[config.mk]
export PLATFORM = sky130hd
export DESIGN_NAME = decode_stage
export DESIGN_NICKNAME = d
export VERILOG_FILES = /design/src/rtl/decode_stage.sv
export SDC_FILE = /design/constraint.sdc
export NUM_CORES = 2
export LEC_CHECK = 0
export BUFFER_PORTS_ARGS = -buffer_cell sky130_fd_sc_hd__clkbuf_2
export CAP_MARGIN = 20
export CORE_MARGIN = 3
export CORE_UTILIZATION = 55
export CTS_BUF_LIST = sky130_fd_sc_hd__clkbuf_4 sky130_fd_sc_hd__clkbuf_8 sky130_fd_sc_hd__clkbuf_16
export CTS_CLUSTER_DIAMETER = 100
export DETAILED_ROUTE_END_ITERATION = 6
export PLACE_DENSITY = 0.72
export SKIP_LAST_GASP = 1
export SYNTH_ARGS = -nofsm -noshare
export SYNTH_HDL_FRONTEND = slang
export SYNTH_SLANG_ARGS = --single-unit
[constraint.sdc]
create_clock -name clk -period 85.6 [get_ports clk]
set_clock_uncertainty 0.05 [all_clocks]
set_input_delay 4.28 -clock clk [delete_from_list [all_inputs] [get_ports clk]]
set_output_delay 4.28 -clock clk [all_outputs]
set_load 0.005 [all_outputs]
[src/rtl/decode_stage.sv]
// RV32I decode stage: register file with writeback bypass, instruction decode,
// load-use hazard detection and the ID/EX pipeline register.
module decode_stage (
  input  logic        clk,
  input  logic        rst,
  input  logic [4:0]  in_pc,
  input  logic [31:0] instr,
  input  logic        if_valid,
  input  logic        flush,
  input  logic        wb_enable,
  input  logic [4:0]  wb_reg,
  input  logic [31:0] wb_data,
  output logic [4:0]  out_pc,
  output logic [31:0] rd1,
  output logic [31:0] rd2,
  output logic [31:0] imm,
  output logic        alu_src,
  output logic [4:0]  alu_op,
  output logic [3:0]  jump_type,
  output logic        reg_wrenable,
  output logic [4:0]  write_reg,
  output logic        mem_wrenable,
  output logic        mem_to_reg,
  output logic        ex_valid,
  output logic        stall
);

  localparam logic [6:0] OPC_OP     = 7'b0110011;
  localparam logic [6:0] OPC_OP_IMM = 7'b0010011;
  localparam logic [6:0] OPC_LOAD   = 7'b0000011;
  localparam logic [6:0] OPC_STORE  = 7'b0100011;
  localparam logic [6:0] OPC_BRANCH = 7'b1100011;
  localparam logic [6:0] OPC_JAL    = 7'b1101111;
  localparam logic [6:0] OPC_JALR   = 7'b1100111;
  localparam logic [6:0] OPC_LUI    = 7'b0110111;

  typedef struct packed {
    logic [4:0]  pc;
    logic [31:0] rd1;
    logic [31:0] rd2;
    logic [31:0] imm;
    logic        alu_src;
    logic [4:0]  alu_op;
    logic [3:0]  jump_type;
    logic        reg_wrenable;
    logic [4:0]  write_reg;
    logic        mem_wrenable;
    logic        mem_to_reg;
    logic        ex_valid;
  } idex_t;

  idex_t       idex_q, idex_d, dec;
  logic [31:0] rf_q [0:31];
  logic [31:0] rf_d [0:31];

  logic [6:0]  opcode;
  logic [2:0]  funct3;
  logic [4:0]  rs1, rs2, rd;
  logic [31:0] imm_i, imm_s, imm_u, imm_b, imm_j;
  logic [31:0] rs1_val, rs2_val;
  logic        valid_op, uses_rs1, uses_rs2, reg_we, load_use;

  assign opcode = instr[6:0];
  assign funct3 = instr[14:12];
  assign rs1    = instr[19:15];
  assign rs2    = instr[24:20];
  assign rd     = instr[11:7];

  assign imm_i = {{20{instr[31]}}, instr[31:20]};
  assign imm_s = {{20{instr[31]}}, instr[31:25], instr[11:7]};
  assign imm_u = {instr[31:12], 12'b0};
  // Branch and jump offsets are carried in word units since the PC is a word address.
  assign imm_b = $signed({{19{instr[31]}}, instr[31], instr[7], instr[30:25], instr[11:8], 1'b0}) >>> 2;
  assign imm_j = $signed({{11{instr[31]}}, instr[31], instr[19:12], instr[20], instr[30:21], 1'b0}) >>> 2;

  // Writeback in the same cycle is forwarded so the read never sees stale data.
  assign rs1_val = (rs1 == 5'd0) ? 32'd0 :
                   (wb_enable && wb_reg == rs1) ? wb_data : rf_q[rs1];
  assign rs2_val = (rs2 == 5'd0) ? 32'd0 :
                   (wb_enable && wb_reg == rs2) ? wb_data : rf_q[rs2];

  always_comb begin
    // NOTE: every comb output gets a default first so no path leaves it unassigned (no latch).
    dec      = '0;
    valid_op = 1'b0;
    uses_rs1 = 1'b0;
    uses_rs2 = 1'b0;
    reg_we   = 1'b0;
    case (opcode)
      OPC_OP: begin
        valid_op   = 1'b1;
        uses_rs1   = 1'b1;
        uses_rs2   = 1'b1;
        reg_we     = 1'b1;
        dec.alu_op = {1'b0, instr[30], funct3};
      end
      OPC_OP_IMM: begin
        valid_op    = 1'b1;
        uses_rs1    = 1'b1;
        reg_we      = 1'b1;
        dec.alu_src = 1'b1;
        dec.imm     = imm_i;
        dec.alu_op  = {1'b0, (funct3 == 3'b101) & instr[30], funct3};
      end
      OPC_LOAD: begin
        valid_op       = 1'b1;
        uses_rs1       = 1'b1;
        reg_we         = 1'b1;
        dec.alu_src    = 1'b1;
        dec.imm        = imm_i;
        dec.mem_to_reg = 1'b1;
      end
      OPC_STORE: begin
        valid_op         = 1'b1;
        uses_rs1         = 1'b1;
        uses_rs2         = 1'b1;
        dec.alu_src      = 1'b1;
        dec.imm          = imm_s;
        dec.mem_wrenable = 1'b1;
      end
      OPC_BRANCH: begin
        valid_op   = 1'b1;
        uses_rs1   = 1'b1;
        uses_rs2   = 1'b1;
        dec.imm    = imm_b;
        dec.alu_op = 5'b01000;
        case (funct3)
          3'b000:  dec.jump_type = 4'b0100;
          3'b001:  dec.jump_type = 4'b0101;
          3'b100:  dec.jump_type = 4'b1000;
          3'b101:  dec.jump_type = 4'b1001;
          3'b110:  dec.jump_type = 4'b1100;
          3'b111:  dec.jump_type = 4'b1101;
          default: valid_op = 1'b0;
        endcase
      end
      OPC_JAL: begin
        valid_op      = 1'b1;
        reg_we        = 1'b1;
        dec.imm       = imm_j;
        dec.jump_type = 4'b0010;
      end
      OPC_JALR: begin
        valid_op      = 1'b1;
        uses_rs1      = 1'b1;
        reg_we        = 1'b1;
        dec.alu_src   = 1'b1;
        dec.imm       = imm_i;
        dec.jump_type = 4'b0011;
      end
      OPC_LUI: begin
        valid_op    = 1'b1;
        reg_we      = 1'b1;
        dec.alu_src = 1'b1;
        dec.imm     = imm_u;
        dec.alu_op  = 5'b10000;
      end
      default: valid_op = 1'b0;
    endcase
    dec.reg_wrenable = reg_we && (rd != 5'd0);
    dec.write_reg    = rd;
    dec.pc           = in_pc;
    dec.rd1          = rs1_val;
    dec.rd2          = rs2_val;
    dec.ex_valid     = 1'b1;
  end

  always_comb begin
    load_use = if_valid && valid_op && idex_q.ex_valid && idex_q.mem_to_reg &&
               (idex_q.write_reg != 5'd0) &&
               ((uses_rs1 && rs1 == idex_q.write_reg) || (uses_rs2 && rs2 == idex_q.write_reg));
    stall    = load_use && !flush;
    idex_d   = (if_valid && valid_op && !flush && !load_use) ? dec : '0;
  end

  always_comb begin
    rf_d = rf_q;
    if (wb_enable && wb_reg != 5'd0) rf_d[wb_reg] = wb_data;
  end

  always_ff @(posedge clk or posedge rst) begin
    if (rst) begin
      idex_q <= '0;
      // NOTE: the register file must come out of reset all-zero, so every entry is cleared here.
      for (int i = 0; i < 32; i++) rf_q[i] <= '0;
    end else begin
      // NOTE: non-blocking updates keep every flop sampling pre-edge values.
      idex_q <= idex_d;
      rf_q   <= rf_d;
    end
  end

  assign out_pc       = idex_q.pc;
  assign rd1          = idex_q.rd1;
  assign rd2          = idex_q.rd2;
  assign imm          = idex_q.imm;
  assign alu_src      = idex_q.alu_src;
  assign alu_op       = idex_q.alu_op;
  assign jump_type    = idex_q.jump_type;
  assign reg_wrenable = idex_q.reg_wrenable;
  assign write_reg    = idex_q.write_reg;
  assign mem_wrenable = idex_q.mem_wrenable;
  assign mem_to_reg   = idex_q.mem_to_reg;
  assign ex_valid     = idex_q.ex_valid;

endmodule

==> results.ini <==
[clock_network]
clock_latency_ps=710
post_cts_buffers=0
htreeDepth=3
cts_sinks=1144
numCtsBuffers=120
cts_tree=yes
root_buffer=clkbuf_16
cts_resized=0
clk_pin_slew_worst_paths_ps=60
clk_path_buf_depth=3
holdBufCountCts=0

[synthesis]
synth_nets=4045
ys_seq_area_share_pct=48.9
synth-async-reset-ratio_pct=100
yosysWarnings=0
avgSynthCellArea_um2=14.8
synth-main-ff-cell=dfrtp_1
synth_edf_count=0
synth.top_cells.by_count=dfrtp_1 (1144), mux2_2 (994), mux4_2 (512)
synth_area_leader_cell=dfrtp_1
syn_area_mm2=0.0585
ys_seq_elements=1144
synth_top_area_share_pct=48.9
synthCells=3962
synth.distinct_cells=56
ys_top_cells_by_area=dfrtp_1 (49%), mux4_2 (20%), mux2_2 (19%), a22oi_1 (2.2%), clkbuf_1 (2.1%)
synthMostInstantiatedCell=dfrtp_1

[worst_setup_path]
cp-start-kind=input port
path_buf_inv=2
critical_path_required_ps=81270
cp_top_family=buffers and inverters
cp_num_cells=7
slowest_stage=buf_8
arrival_ps=6120
crit_type=input port to output pin
critPathMaxFanout=68
end_kind=output pin
cpPeakStageDelay_ps=580
cp_cell_sequence=buf_8 > xnor2_1 > nand3_1 > o32ai_1 > a21oi_1 > nor3_1 > clkbuf_2
worstRegToRegCells=6

[power]
vdd_drop_max_mv=0.0197
power.leakage_nw=28.2
pwr_density_cell_mw_per_mm2=23.6

[timing]
max_slew_margin_pct=13.1
drv_slew=0
setup_tns_ps=0
hold_viol_final=0
tightest_slew_ps=1290
setup_violations=0
period_share_pct=12.2
min_period_ps=10450
fmax_mhz=95.7
rsz0062_at_grt=no

[drt]
drc_errors=22
vias=38800
wl_um=179000
vias_per_cell=7.17
firstDrtPassIters=7
first_iter_violations=4653
post_drt_wl_per_cell_um=33.0
ant_nets=0

[die]
die_h_um=332
die_area_mm2=0.110
die_w_um=332
core_area_mm2=0.105
io_pins=200
row_count=118
start_util_pct=56.0

[cells_and_area]
nets=4011
largest-register=rf_q
drive_above_1_share_pct=51.8
largest_register_ffs=1024
area_delta_synth_final_pct=10.7
design_area_mm2=0.0647

[global_routing]
antenna_found_initial=7
grt.busiest_layer=met2
grt_pass1_vias=39600
grt_use_met1_pct=44.2
use_met2_pct=49.2
grt_max_degree=184
grt_pass1_wl_um=267000
grt_usage_pct=32.6
grtUsageMet3_pct=9.87
grt.overflow.total=0

[worst_hold_path]
hold_path_class=flip-flop to flip-flop
holdPathStages=0

[run]
drv_cap=0

[placed_design]
placed_area_mm2=0.0605
port_buffers=199
place.gp.congestion=0.889
dp_hpwl_um=101000

[outcome]
outcome=finished, violations left
violations=design-rule violations

## routing by layer
layer  up-vias  wire, um
met1     20800     69400
met5         -         0
li1      15300         -
met3       506     19000
met4         0      8310
met2      2272     82200
## cell usage in the layout (no fill, tap or decap), drive strengths merged, types with 7 or more instances in the layout
master / synthesis / layout
a21oi: 22 / 22
o22ai: 75 / 75
a22oi: 175 / 175
o21ai: 22 / 22
nor2: 115 / 115
a22o: 8 / 8
diode: 0 / 8
dfrtp: 1144 / 1144
o211ai: 25 / 25
buf: 130 / 103
nor4: 41 / 41
mux2: 994 / 994
nor2b: 12 / 12
mux4: 512 / 512
xor2: 7 / 7
clkinv: 0 / 31
and2: 7 / 7
a221oi: 18 / 18
nand3: 10 / 10
xnor2: 13 / 13
nand4b: 23 / 23
nor4b: 9 / 9
bufinv: 0 / 13
nand2: 86 / 86
inv: 21 / 23
and3: 23 / 23
a2bb2oi: 8 / 8
mux2i: 27 / 27
clkbuf: 323 / 363
nor3: 61 / 61
## cell type report
class / instances / area, um^2
antenna: 8 / 20.0
clock buffer: 169 / 3520
clock inverter: 51 / 616
fill: 7866 / 39800
inverter: 21 / 86.3
multi-input combinational: 2344 / 28300
sequential: 1144 / 28600
tap: 1380 / 1730
timing repair buffer: 297 / 1830
## per-stage QoR
step | hold WS (ps) | util, % | std cells | total power (W) | setup WS [ps]
2_1_floorplan | 391 | - | 3962 | 0.000912 | 49050
3_3_place_gp | 329 | 57.9 | 5185 | 0.000971 | 75100
3_5_place_dp | 334 | 57.9 | 5185 | 0.000984 | 75150
4_1_cts | 348 | 61.9 | 5405 | 0.00153 | 75150
5_1_grt | 360 | 61.9 | 5408 | 0.00158 | 74930
6_report | 348 | 61.9 | 5414 | 0.00153 | 75150
## power breakdown
part | switching, W | internal (W)
logic | 0.000111 | 0.000168
clock network | 0.000221 | 0.000324
registers | 0.0000675 | 0.000633
## path summary, 6_finish.rpt
check	startpoint	to	slack, ps
setup / recovery	instr[15]	stall	75150
hold / removal	rf_q[992]	rf_q[992]	350
setup reg to reg	write_reg[1]	rd2[15]	81640
hold reg to reg	rf_q[992]	rf_q[992]	350
max in group asynchronous	rst	rf_q[980]	78380
min in group asynchronous	rst	out_pc[4]	3660
## kinds of logic after synthesis
group,after synthesis,synth area share (%)
flip-flops,1144,48.9
buffers and inverters,474,3.19
adder cells (fa/ha/maj),4,0.0856
XOR/XNOR,20,0.300
AO/OA/AOI/OAI,375,4.58
multiplexers,1533,39.3
AND/OR/NAND/NOR,412,3.58
Power figures use the tool's default switching activity.
